File: src/rtl/oled_spi_monitor.sv
// oled_spi_monitor: passive decoder of the 4-wire OLED SPI stream into command bytes and RGB565 pixels.
// Define OLED_MON_CHECKSUM_EN to build the per-frame pixel checksum; otherwise frame_checksum is 0.
module oled_spi_monitor #(
  parameter int SYNC_STAGES = 2,
  parameter int NUM_PIXELS  = 6144
) (
  input  logic        clk,
  input  logic        reset,
  input  logic        cs,
  input  logic        sclk,
  input  logic        sdin,
  input  logic        d_cn,
  output logic [7:0]  byte_out,
  output logic        cmd_valid,
  output logic [15:0] pixel_data,
  output logic [12:0] pixel_index,
  output logic        pixel_valid,
  output logic        frame_done,
  output logic        abort_err,
  output logic [15:0] frame_checksum
);
  localparam logic [0:0] IDLE  = 1'b0;
  localparam logic [0:0] SHIFT = 1'b1;
  logic [SYNC_STAGES-1:0] cs_q, sclk_q, sdin_q, dcn_q;
  logic cs_p, sclk_p, cs_s, sclk_s, sdin_s, dcn_s;
  logic cs_fall, cs_rise, sclk_rise;
  logic [0:0] state;
  logic [2:0] bit_cnt;
  logic [6:0] sh;
  logic byte_stb, byte_dc, part_abort, cs_end;
  logic phase_lo, phase_nx, is_cmd, is_dat, pix, last, drop;
  logic [7:0] hi;
  logic [12:0] nidx;
  assign cs_s      = cs_q[SYNC_STAGES-1];
  assign sclk_s    = sclk_q[SYNC_STAGES-1];
  assign sdin_s    = sdin_q[SYNC_STAGES-1];
  assign dcn_s     = dcn_q[SYNC_STAGES-1];
  assign cs_fall   = ~cs_s & cs_p;
  assign cs_rise   = cs_s & ~cs_p;
  assign sclk_rise = sclk_s & ~sclk_p & ~cs_s;
  // cs resets low so a cs already held low at reset release never looks like a fresh fall
  always_ff @(posedge clk) begin
    if (reset) begin
      cs_q   <= '0;
      sclk_q <= '0;
      sdin_q <= '0;
      dcn_q  <= '0;
      cs_p   <= 1'b0;
      sclk_p <= 1'b0;
    end else begin
      cs_q   <= {cs_q[SYNC_STAGES-2:0], cs};
      sclk_q <= {sclk_q[SYNC_STAGES-2:0], sclk};
      sdin_q <= {sdin_q[SYNC_STAGES-2:0], sdin};
      dcn_q  <= {dcn_q[SYNC_STAGES-2:0], d_cn};
      cs_p   <= cs_s;
      sclk_p <= sclk_s;
    end
  end
  always_ff @(posedge clk) begin
    if (reset) begin
      state      <= IDLE;
      bit_cnt    <= '0;
      sh         <= '0;
      byte_out   <= '0;
      byte_dc    <= 1'b0;
      byte_stb   <= 1'b0;
      part_abort <= 1'b0;
      cs_end     <= 1'b0;
    end else begin
      byte_stb   <= 1'b0;
      part_abort <= 1'b0;
      cs_end     <= 1'b0;
      if (state == IDLE) begin
        if (cs_fall) begin
          state   <= SHIFT;
          bit_cnt <= '0;
        end
      end else if (cs_rise) begin
        state      <= IDLE;
        part_abort <= bit_cnt != 3'd0;
        cs_end     <= 1'b1;
        bit_cnt    <= '0;
      end else if (sclk_rise) begin
        sh      <= {sh[5:0], sdin_s};
        bit_cnt <= bit_cnt + 3'd1;
        if (bit_cnt == 3'd7) begin
          byte_out <= {sh, sdin_s};
          byte_dc  <= dcn_s;
          byte_stb <= 1'b1;
        end
      end
    end
  end
  assign is_cmd   = byte_stb & ~byte_dc;
  assign is_dat   = byte_stb & byte_dc;
  assign pix      = is_dat & phase_lo;
  assign last     = nidx == 13'(NUM_PIXELS - 1);
  assign phase_nx = is_dat ? ~phase_lo : is_cmd ? 1'b0 : phase_lo;
  // a half pixel is lost either to a command or to cs ending the transfer; both fold into one pulse
  assign drop     = (is_cmd & phase_lo) | (cs_end & phase_nx);
  always_ff @(posedge clk) begin
    if (reset) begin
      cmd_valid   <= 1'b0;
      pixel_valid <= 1'b0;
      frame_done  <= 1'b0;
      abort_err   <= 1'b0;
      phase_lo    <= 1'b0;
      hi          <= '0;
      nidx        <= '0;
      pixel_data  <= '0;
      pixel_index <= '0;
    end else begin
      cmd_valid   <= is_cmd;
      pixel_valid <= pix;
      frame_done  <= pix & last;
      abort_err   <= part_abort | drop;
      phase_lo    <= phase_nx & ~cs_end;
      if (is_cmd) nidx <= '0;
      else if (pix) nidx <= last ? '0 : nidx + 13'd1;
      if (is_dat & ~phase_lo) hi <= byte_out;
      if (pix) begin
        pixel_data  <= {hi, byte_out};
        pixel_index <= nidx;
      end
    end
  end
`ifdef OLED_MON_CHECKSUM_EN
  logic [15:0] acc, sum;
  assign sum = acc + {hi, byte_out};
  always_ff @(posedge clk) begin
    if (reset) begin
      acc            <= '0;
      frame_checksum <= '0;
    end else if (is_cmd) begin
      acc <= '0;
    end else if (pix) begin
      acc <= last ? 16'h0000 : sum;
      if (last) frame_checksum <= sum;
    end
  end
`else
  assign frame_checksum = 16'h0000;
`endif
endmodule

File: config.mk
export PLATFORM = sky130hd
export DESIGN_NAME = oled_spi_monitor
export DESIGN_NICKNAME = d
export VERILOG_FILES = /design/src/rtl/oled_spi_monitor.sv
export SDC_FILE = /design/constraint.sdc
export NUM_CORES = 1
export LEC_CHECK = 0
export ABC_AREA = 1
export CAP_MARGIN = 30
export CORE_ASPECT_RATIO = 0.7
export CORE_MARGIN = 8
export CORE_UTILIZATION = 45
export DETAILED_ROUTE_END_ITERATION = 7
export PLACE_DENSITY = 0.7
export SETUP_SLACK_MARGIN = 0.02
export SYNTH_ARGS = -nofsm -noshare
export SYNTH_HDL_FRONTEND = slang
export SYNTH_SLANG_ARGS = --single-unit
File: constraint.sdc
create_clock -name clk -period 4.02 [get_ports clk]
set_input_delay 0.804 -clock clk [delete_from_list [all_inputs] [get_ports clk]]
set_output_delay 0.804 -clock clk [all_outputs]
set_load 0.05 [all_outputs]
==> results.cfg, run 1 <==
[outcome]
status = completed

[worst_setup_path]
r2r_start = byte_stb
crit_fanout = 4
crit_required_ns = 3.22
crit_arrival_ns = 1.62
critPathKind = flip-flop to output port
crit_path_top_delay_cell = clkdlybuf4s50_1
worstReg2RegEnd = nidx[11]
reg2reg_depth = 8
crit_path_end_kind = output port
cp.buffers_inverters = 1
setup.worst_path.start = byte_out[6]
start_kind = flip-flop
crit_cells = 1
worstPathCellList = clkdlybuf4s50_1
critPathCapture = byte_out[6]
path_delay_family = buffers and inverters
reg2reg_setup_slack_ns = 2.04
cp_slowest_stage_delay_ns = 0.84

[clock_tree]
cts_tree = yes
cts.clk_slew.worst_paths_ns = 0.09
cts_num_sinks = 88
cts_made_buffers = 9
cts.repair.resized = 0
cts_hold_buffers = 0
insertion_delay_ns = 0.36
clk_path_buf_depth = 2
clock_tree.root_cell = clkbuf_8
post_cts_buffers = 0
htree_levels = 3

[power]
share_comb_of_total_power_pct = 4.2
p_leak_nw = 1.52
ir_drop_mv = 0.178
p_int_mw = 1.19
seqPwrFrac_pct = 55.5
switching_share_pct = 25.1
pwr_density_cell_nw_per_um2 = 389
pwr-share-clk_pct = 40.3
p_sw_mw = 0.398

[floorplanning]
io_pins = 63
rows = 26
die_x_um = 121
start_util_pct = 46.9
core_area_um2 = 7380
die_y_um = 89.4
die-area_um2 = 10800

[routing]
drt_wl_total_um = 7000
drt_iter0_markers = 224
routedWlPerCell_um = 12.0
drtAntennaViolNets = 0
drcViolationCount = 0
first_pass_iters = 4
via_per_inst = 4.61
vias = 2684

[sta]
fin_hold_ws_ns = 0.406
setup_viol = 0
timing.setup.tns_ns = 0
report.final.hold_viol_count = 0
fin_crit_sh_pct = 60.2
drv_slew = 0
max-slew-margin-rel_pct = 53.6
rsz0062_at_grt = no
tightest_slew_ns = 0.696
fin_crit_ns = 2.42
fin_worst_skew_ns = 0.0146
fmax_mhz = 413

[synth]
netlist_instances = 438
ys_seq_elements = 88
synth.distinct_cells = 31
syn_area_um2 = 3460
seq_area_frac_synth_pct = 50.9
ys_warn_count = 0
syn_area_per_cell_um2 = 7.90

[cells_and_area]
multi_input_area_um2 = 1350
antennaDiodeCount = 0
area_delta_synth_final_pct = 18.0
fillerInstances = 723
layout.area.seq_um2 = 1760
layout-drive-gt1-share_pct = 5.99
nNetsFinal = 489

[min_path]
hp-class = flip-flop to flip-flop
whs_path_depth = 2

[placement]
port_buffers = 46
dp_hpwl_um = 4930
place_congestion = 0.830

[global_routing]
grt.total_usage_pct = 13.6
antenna_found_initial = 0
grt_start_max_net_pins = 49
grt_pass1_wl_um = 11800
grt.overflow.total = 0
grt_pass1_vias = 2483

[job]
maxCapViolCount = 0
layout by cell type (no fill, tap or decap), types with 2 or more instances in the layout:
master,n
o21ai_0,28
ha_1,4
nand4_1,4
clkbuf_8,9
xor2_1,2
nand2_1,91
nor2_2,4
a211oi_1,2
nor2_1,57
inv_6,2
inv_8,2
inv_1,43
nor3_1,2
a21oi_1,43
nand3_1,23
conb_1,16
nor2_4,2
clkdlybuf4s50_1,46
dfxtp_1,88
xnor2_1,2
synth_stat cells:
cell type   n  area, um2
a31oi_1     1       6.26
clkbuf_1    6       22.5
nand4_1     4       25.0
ha_1        4       50.1
nand3_1    23        115
nor3_1      2       10.0
nor2_2      4       25.0
conb_1      1       3.75
buf_1       1       3.75
nand3_4     1       17.5
a21oi_2     1       8.76
nor2_1     57        214
buf_2       2       10.0
nand2_2     1       6.26
nand3_2     1       10.0
buf_4      16        120
xor2_1      2       17.5
xnor2_1     2       17.5
nor3_4      1       16.3
inv_1      43        161
o21ai_0    28        140
dfxtp_1    88       1760
buf_6       7       78.8
nand3b_1    1       7.51
nor2_4      2       22.5
a211oi_1    2       15.0
nand2_1    91        342
o21a_1      1       7.51
a21oi_1    43        215
o21ai_1     1       5.00
clkinv_2    1       5.00
cell families after synthesis:
group	synth area share (%)
fa+ha+maj	1.45
flops	50.9
simple gates	23.4
buf+inv	11.6
other cells	0.108
xor+xnor	1.01
compound gates	11.5
stage by stage:
step	cell area, um2	setup slack [ns]	total power, mW	cells	util, %
4_1_cts	4080	1.58	1.60	582	55.3
6_report	4080	1.60	1.59	582	55.3
3_3_place_gp	3870	1.42	0.967	566	52.4
2_1_floorplan	3520	2.49	0.969	453	-
3_5_place_dp	3870	1.36	0.969	566	52.4
5_1_grt	4080	1.54	1.66	582	55.3
worst min-delay path by stage:
stage / from / to / slack [ns]
2_1_floorplan: cs_q[0] / cs_q[1] / 0.39
3_3_place_gp: cs_q[0] / cs_q[1] / 0.39
3_5_place_dp: sclk_q[0] / sclk_q[1] / 0.39
4_1_cts: sclk_q[0] / sclk_q[1] / 0.41
5_1_grt: cs_q[0] / cs_q[1] / 0.44
6_report: sclk_q[0] / sclk_q[1] / 0.41
power by group through the flow:
| stage | logic (mW) | registers [mW] | clock network (mW) |
|---|---|---|---|
| floorplan | 0.0684 | 0.901 | 0 |
| global placement | 0.0663 | 0.901 | 0 |
| detailed placement | 0.0673 | 0.901 | 0 |
| CTS | 0.0672 | 0.881 | 0.656 |
| global route | 0.0745 | 0.882 | 0.700 |
| finish | 0.0673 | 0.881 | 0.640 |
registers in the layout, summed over array words and instances (netlist names), 2 cells and up:
name / flops
bit_cnt: 3
byte_out: 8
cs_q: 2
dcn_q: 2
hi: 8
nidx: 13
pixel_data: 16
pixel_index: 13
sclk_q: 2
sdin_q: 2
sh: 7
worst register-to-register path, stage by stage (launching register included):
cell and delay, ns:
dfxtp_1 0.45, nand3_4 0.37, clkinv_2 0.53, nand2_1 0.15
nor2_2 0.15, nand2_1 0.07, nand2_1 0.06, inv_1 0.04
nor2_1 0.09
area by class of cell:
type,count,area share (%)
flip-flops and latches,88,43.2
multi-input cells,289,33.2
repair buffers,47,11.5
inverters,44,4.08
clock buffers,9,3.03
well taps,98,3.00
clock inverters,7,2.11
per-layer routing:
layer	GRT usage, %	share of wire, %
met3	6.31	7.7
met2	21.0	42
met5	0	0
met1	17.0	50
met4	3.05	0.57
Power figures use the tool's default switching activity.
==> run 2: changes to the inputs <==
==> constraint.sdc (replaced) <==
create_clock -name clk -period 2.44 [get_ports clk]
set_input_delay 0.488 -clock clk [delete_from_list [all_inputs] [get_ports clk]]
set_output_delay 0.488 -clock clk [all_outputs]
set_load 0.05 [all_outputs]
==> run 2 against run 1 <==
Cell count rose by 0.52%; via count rose by 3.7%; register-to-register slack got worse by 1.1 ns; non-clock buffer count rose by 3; sequential share of layout area fell by 0.44 points; critical path type unchanged; core utilization rose by 0.58 points; clock skew fell by 0.0068 ns; power rose by 69%.
==> results.cfg, run 2 (synthesized netlist as in run 1, its figures left out) <==
[sta]
report.final.hold_viol_count = 0
fin_crit_ns = 2.09
tightest_slew_ns = 0.517
fin_worst_skew_ns = 0.00777
timing.setup.tns_ns = 0
drv_slew = 0
rsz0062_at_grt = no
max-slew-margin-rel_pct = 65.4
fin_crit_sh_pct = 85.5
setup_viol = 0
fmax_mhz = 479

[job]
maxCapViolCount = 0

[routing]
drtAntennaViolNets = 0
routedWlPerCell_um = 12.6
drcViolationCount = 0
drt_wl_total_um = 7360
vias = 2783
via_per_inst = 4.76
first_pass_iters = 4
drt_iter0_markers = 211

[clock_tree]
cts_num_sinks = 88
cts_hold_buffers = 0
post_cts_buffers = 0
clk_path_buf_depth = 2
htree_levels = 3
insertion_delay_ns = 0.36
cts_tree = yes
cts_made_buffers = 9
cts.clk_slew.worst_paths_ns = 0.08
cts.repair.resized = 0
clock_tree.root_cell = clkbuf_8

[worst_setup_path]
crit_required_ns = 1.95
crit_path_top_delay_cell = clkdlybuf4s50_1
critPathKind = flip-flop to output port
crit_path_end_kind = output port
reg2reg_depth = 7
worstPathCellList = clkdlybuf4s50_1
crit_cells = 1
path_delay_family = buffers and inverters
crit_fanout = 4
setup.worst_path.start = byte_out[7]
cp_slowest_stage_delay_ns = 0.84
r2r_start = byte_stb
cp.buffers_inverters = 1
crit_arrival_ns = 1.60
worstReg2RegEnd = nidx[9]
critPathCapture = byte_out[7]
reg2reg_setup_slack_ns = 0.90
start_kind = flip-flop

[floorplanning]
die_x_um = 121
die_y_um = 89.4
core_area_um2 = 7380
start_util_pct = 46.9
rows = 26
die-area_um2 = 10800
io_pins = 63

[power]
ir_drop_mv = 0.348
p_leak_nw = 1.54
pwr_density_cell_nw_per_um2 = 650
fin_total_pwr_mw = 2.68

[global_routing]
grt.total_usage_pct = 14.2
antenna_found_initial = 0
grt_start_max_net_pins = 49
grt.overflow.total = 0
grt_pass1_wl_um = 12200
grt_pass1_vias = 2563

[outcome]
status = completed

[cells_and_area]
area_delta_synth_final_pct = 19.2
layout-drive-gt1-share_pct = 6.57
fin_area_um2 = 4130
nNetsFinal = 492
final_common_cell = nand2_1
fillerInstances = 717
top_regs = pixel_data x16, nidx x13, pixel_index x13
utilization_pct = 55.9
largest_register_ffs = 16
final_cell_mix = nand2_1, dfxtp_1, nor2_1
antennaDiodeCount = 0
regMostFlops = pixel_data

[min_path]
hp-class = flip-flop to flip-flop
whs_path_depth = 2

[placement]
place_congestion = 0.860
dp_hpwl_um = 5160
port_buffers = 46
detailed_place.area_um2 = 3890
run 2: changes by cell type in the layout (fill, tap and decap cells not counted):
cell / previous run / this run
buf_4: 1 / 4
bufinv_16: 1 / 2
clkbuf_8: 9 / 10
clkinv_4: 1 / 2
clkinvlp_4: 1 / 2
inv_6: 2 / 0
inv_8: 2 / 0
run 2: area by class of cell:
| type | count | area [um2] | share of cell area (%) |
|---|---|---|---|
| clock inverters | 6 | 92.6 | 2.24 |
| multi-input cells | 289 | 1350 | 32.8 |
| inverters | 44 | 166 | 4.03 |
| flip-flops and latches | 88 | 1760 | 42.7 |
| well taps | 98 | 123 | 2.97 |
| repair buffers | 50 | 490 | 11.9 |
| clock buffers | 10 | 138 | 3.34 |
run 2: metrics by stage:
| stage | worst slack, ns | hold WS, ns | cells |
|---|---|---|---|
| 2_1_floorplan | 1.12 | 0.388 | 453 |
| 5_1_grt | 0.285 | 0.438 | 585 |
| 3_5_place_dp | 0.650 | 0.398 | 569 |
| 4_1_cts | 0.330 | 0.410 | 585 |
| 6_report | 0.354 | 0.406 | 585 |
| 3_3_place_gp | 0.674 | 0.390 | 569 |
run 2: worst reg2reg max path, stage by stage (launching register included):
cell and delay [ns]:
dfxtp_1 0.44, nand3_4 0.10, clkinv_2 0.37, nand2_1 0.15, nor2_2 0.16, nand3_1 0.09, nand2_1 0.07, nor2_1 0.04
run 2: power by group:
| part | leakage [nW] | internal (mW) | switching (mW) |
|---|---|---|---|
| Combinational | 0.716 | 0.0205 | 0.0927 |
| Clock | 0.109 | 0.607 | 0.511 |
| Sequential | 0.711 | 1.44 | 0.00640 |
| Total | 1.54 | 2.07 | 0.610 |
run 2: worst min path at each step:
stage          startpoint        end  slack, ns
2_1_floorplan     cs_q[0]    cs_q[1]       0.39
6_report        sclk_q[0]  sclk_q[1]       0.41
3_5_place_dp    sclk_q[0]  sclk_q[1]       0.40
3_3_place_gp    sclk_q[0]  sclk_q[1]       0.39
5_1_grt           cs_q[0]    cs_q[1]       0.44
4_1_cts         sclk_q[0]  sclk_q[1]       0.41
run 2: metal layers:
layer,routed length (um),track usage [%],up-vias
met3,593,5.55,4
met1,3500,17.7,1257
met4,33,4.74,0
met2,3240,22.2,82
li1,-,-,1440
met5,0,0,-
==> edit 1, RTL diff (config.mk and constraints of run 2) <==
Register the output `pixel_data` once more, cleared by the reset; this adds one clock of latency there. The other outputs are not delayed to match.
--- a/src/rtl/oled_spi_monitor.sv
+++ b/src/rtl/oled_spi_monitor.sv
@@ -22,4 +22,6 @@
   localparam logic [0:0] IDLE  = 1'b0;
   localparam logic [0:0] SHIFT = 1'b1;
+
+  logic [15:0] pixel_data_s0;
   logic [SYNC_STAGES-1:0] cs_q, sclk_q, sdin_q, dcn_q;
   logic cs_p, sclk_p, cs_s, sclk_s, sdin_s, dcn_s;
@@ -108,5 +110,5 @@
       hi          <= '0;
       nidx        <= '0;
-      pixel_data  <= '0;
+      pixel_data_s0 <= '0;
       pixel_index <= '0;
     end else begin
@@ -120,5 +122,5 @@
       if (is_dat & ~phase_lo) hi <= byte_out;
       if (pix) begin
-        pixel_data  <= {hi, byte_out};
+        pixel_data_s0 <= {hi, byte_out};
         pixel_index <= nidx;
       end
@@ -142,4 +144,12 @@
   assign frame_checksum = 16'h0000;
 `endif
+  always_ff @(posedge clk) begin
+    if (reset) begin
+      pixel_data <= '0;
+    end else begin
+      pixel_data <= pixel_data_s0;
+    end
+  end
+
 endmodule
 
Behaviour: same outputs for any inputs over 10 cycles, from zero or initial values and one cycle with reset high; that may be too few to reach the edited logic, so the function may still have changed.
==> edit 1 against run 2 <==
Power is 21% higher. Final cell count is 4.1% higher. Sequential cell count is 16 higher. First-iteration DRC count is 6.2% lower. Wire length is 6.4% higher. Clock power is 26% higher. Worst setup slack worse by 0.034 ns. Critical path depth stayed put. Design area is 11% higher. Sequential share of layout area is 2.8 points higher. Largest cell class unchanged. Non-clock buffer count is 1 higher. Synthesized area is 9.4% higher.
==> edit 1: results (changes against run 2) <==
- Vias in the first global route: 2804 (+9.4%)
- Root Driver: clkbuf_16
- Clock group share of total power: 43.5% (+1.8 points)
- Total power: 3.24 mW (+21%)
- Max-slew headroom: 53.3% (-12 points)
- Synth Area in Compound Gates: 12.0% (+0.50 points)
- WP data arrival: 1.63 ns (+0.03 ns)
- Final GP Congestion: 0.830 (-3.5%)
- Dpl cells: 593 (+4.2%)
- Leak: 1.76 nW (+15%)
- Avg WL per Cell: 12.9 um (+2.2%)
- Clock skew: 0.00612 ns (-0.00165 ns)
- Largest net degree at the start of global routing: 32 (-35%)
- Final nets: 509 (+3.5%)
- 1st-iter DRT viols: 198 (-6.2%)
- WL final: 7830 um (+6.4%)
- Peak VDD IR: 0.528 mV (+52%)
- Syn Area/Cell: 8.36 sq um (+5.8%)
- Comb pwr share: 3.5% (-0.7 points)
- GR Util All Layers: 14.1% (-0.091 points)
- Outcome: complete, no violations
- Seq/Total Area, Yosys: 55.0% (+4.1 points)
- Fillers: 764 (+6.6%)
- Netlist cell types: 29 (-6.5%)
- Area after DPL: 4270 sq um (+9.7%)
- Layout cells sized above 1: 5.95% (-0.62 points)
- Adder-cell share of the synthesized area: 1.32% (-0.12 points)
- Area contributors post-synth: dfxtp_1 55%, nor2_1 7.3%, inv_1 5.8%
- Via density: 4.79 (+0.65%)
- Initial DRT Pass Iterations: 5 (+1)
- Final HPWL from detailed placement: 5610 um (+8.7%)
- Worst slack, placed: 0.450 ns (-0.200 ns)
- Setup Buffers After CTS: 0 (unchanged)
- Commonest cells in the synthesized netlist: 104 x dfxtp_1, 74 x nor2_1, 59 x inv_1, 59 x nand2_1, 29 x o21ai_0
- Global-route wire length before repair: 13400 um (+9.6%)
edit 1: path summary, 6_finish.rpt:
| check | start | end | slack [ns] | depth (start not counted) |
|---|---|---|---|---|
| worst max-delay path | byte_out[5] | byte_out[5] | 0.32 | 1 |
| worst min-delay path | dcn_q[0] | dcn_q[1] | 0.40 | 2 |
| worst max register to register | byte_stb | pixel_data_s0[9] | 0.66 | 4 |
| worst min register to register | dcn_q[0] | dcn_q[1] | 0.40 | 2 |
edit 1: cell type report:
class,instances,area [sq um],share of cell area (%)
inverter,60,225,4.92
multi-input combinational,273,1340,29.2
clock inverter,7,75.1,1.64
sequential,104,2080,45.5
clock buffer,9,225,4.92
timing repair buffer,51,498,10.9
tap,105,131,2.87
edit 1: metal layers:
metal / global-route usage, % / wire length, um / vias up
met5: 0 / 0 / -
met4: 4.24 / 83 / 0
met3: 5.79 / 486 / 7
met2: 22.3 / 3520 / 71
met1: 17.4 / 3740 / 1342
li1: - / - / 1496
==> edit 2, RTL diff (config.mk and constraints of run 2) <==
Made on the original files. Change the parameter `NUM_PIXELS` from 6144 to 3072.
--- a/src/rtl/oled_spi_monitor.sv
+++ b/src/rtl/oled_spi_monitor.sv
@@ -3,5 +3,5 @@
 module oled_spi_monitor #(
   parameter int SYNC_STAGES = 2,
-  parameter int NUM_PIXELS  = 6144
+  parameter int NUM_PIXELS  = 3072
 ) (
   input  logic        clk,
Check against the original RTL: same outputs for any inputs over 10 cycles, from zero or initial values and one cycle with reset high; that may be too few to reach the edited logic, so the function may still have changed.
==> edit 2 against run 2 <==
Count of clock-buffer cells in the layout unchanged. Sequential cell count unchanged. Power decreased by 2.8%. Critical path type unchanged. Wire length down 6.2%. Design area is 2.1% lower. Sequential share of layout area is 0.91 points higher. Synthesized area fell by 3.4%. Worst setup slack improved by 0.015 ns.
==> edit 2: results (changes against run 2) <==
- Outcome: complete, no violations
- Fraction of power spent switching nets: 24.1% (+1.4 points)
- Area contributors post-synth: dfxtp_1 53%, nand2_1 10%, nor2_1 6.8%
- Clock group share of total power: 40.1% (-1.6 points)
- Layout cells sized above 1: 5.89% (-0.68 points)
- GR Util All Layers: 13.7% (-0.56 points)
- Met2 routed WL: 3020 um (-6.9%)
- Via count: 2702 (-2.9%)
- Commonest cells in the synthesized netlist: 89 x nand2_1, 88 x dfxtp_1, 61 x nor2_1, 45 x a21oi_1, 34 x inv_1
- Avg WL per Cell: 12.1 um (-4.3%)
- Critical path startpoint: byte_out[6]
- Area after DPL: 3830 sq um (-1.8%)
- Clock skew: 0.0104 ns (+0.00265 ns)
- Final nets: 480 (-2.4%)
- Vias in the first global route: 2516 (-1.8%)
- Seq/Total Area, Yosys: 52.7% (+1.8 points)
- Peak VDD IR: 0.264 mV (-24%)
- 1st-iter DRT viols: 193 (-8.5%)
- Final HPWL from detailed placement: 4980 um (-3.5%)
- Fmax: 0.483 GHz (+0.73%)
- Hold Path End: dcn_q[1]
- Leak: 1.52 nW (-0.76%)
- Worst R2R Setup Slack: 0.84 ns (-0.06 ns)
- GR Util met1: 17.5% (-0.25 points)
- Met1 wire length: 3270 um (-6.6%)
## edit 2: through the flow
stage	hold WS, ns	cells	utilization (%)
detailed placement	0.392	557	52.7
finish	0.404	573	55.7
CTS	0.404	573	55.7
floorplan	0.388	440	-
global placement	0.389	557	52.7
global route	0.428	573	55.7
## edit 2: worst reg2reg max path, delay by kind of cell, from the launching register on
| family | cells | cell delay (ns) |
|---|---|---|
| simple gates | 5 | 0.80 |
| flops | 1 | 0.44 |
| buf+inv | 1 | 0.27 |
## edit 2: cell type report
class	count	area, sq um
Fill cell	707	3220
Clock inverter	6	75.1
Multi-Input combinational cell	285	1320
Clock buffer	10	138
Sequential cell	88	1760
Inverter	35	131
Timing Repair Buffer	51	493
Tap cell	98	123
## edit 2: cells by family after synthesis
family | share of synthesized area [%]
AOI/OAI and AO/OA | 11.6
buffers and inverters | 9.61
and+or+nand+nor | 23.5
adders and majority gates | 1.50
DFF | 52.7
other | 0.112
xor gates and xnor gates | 1.05
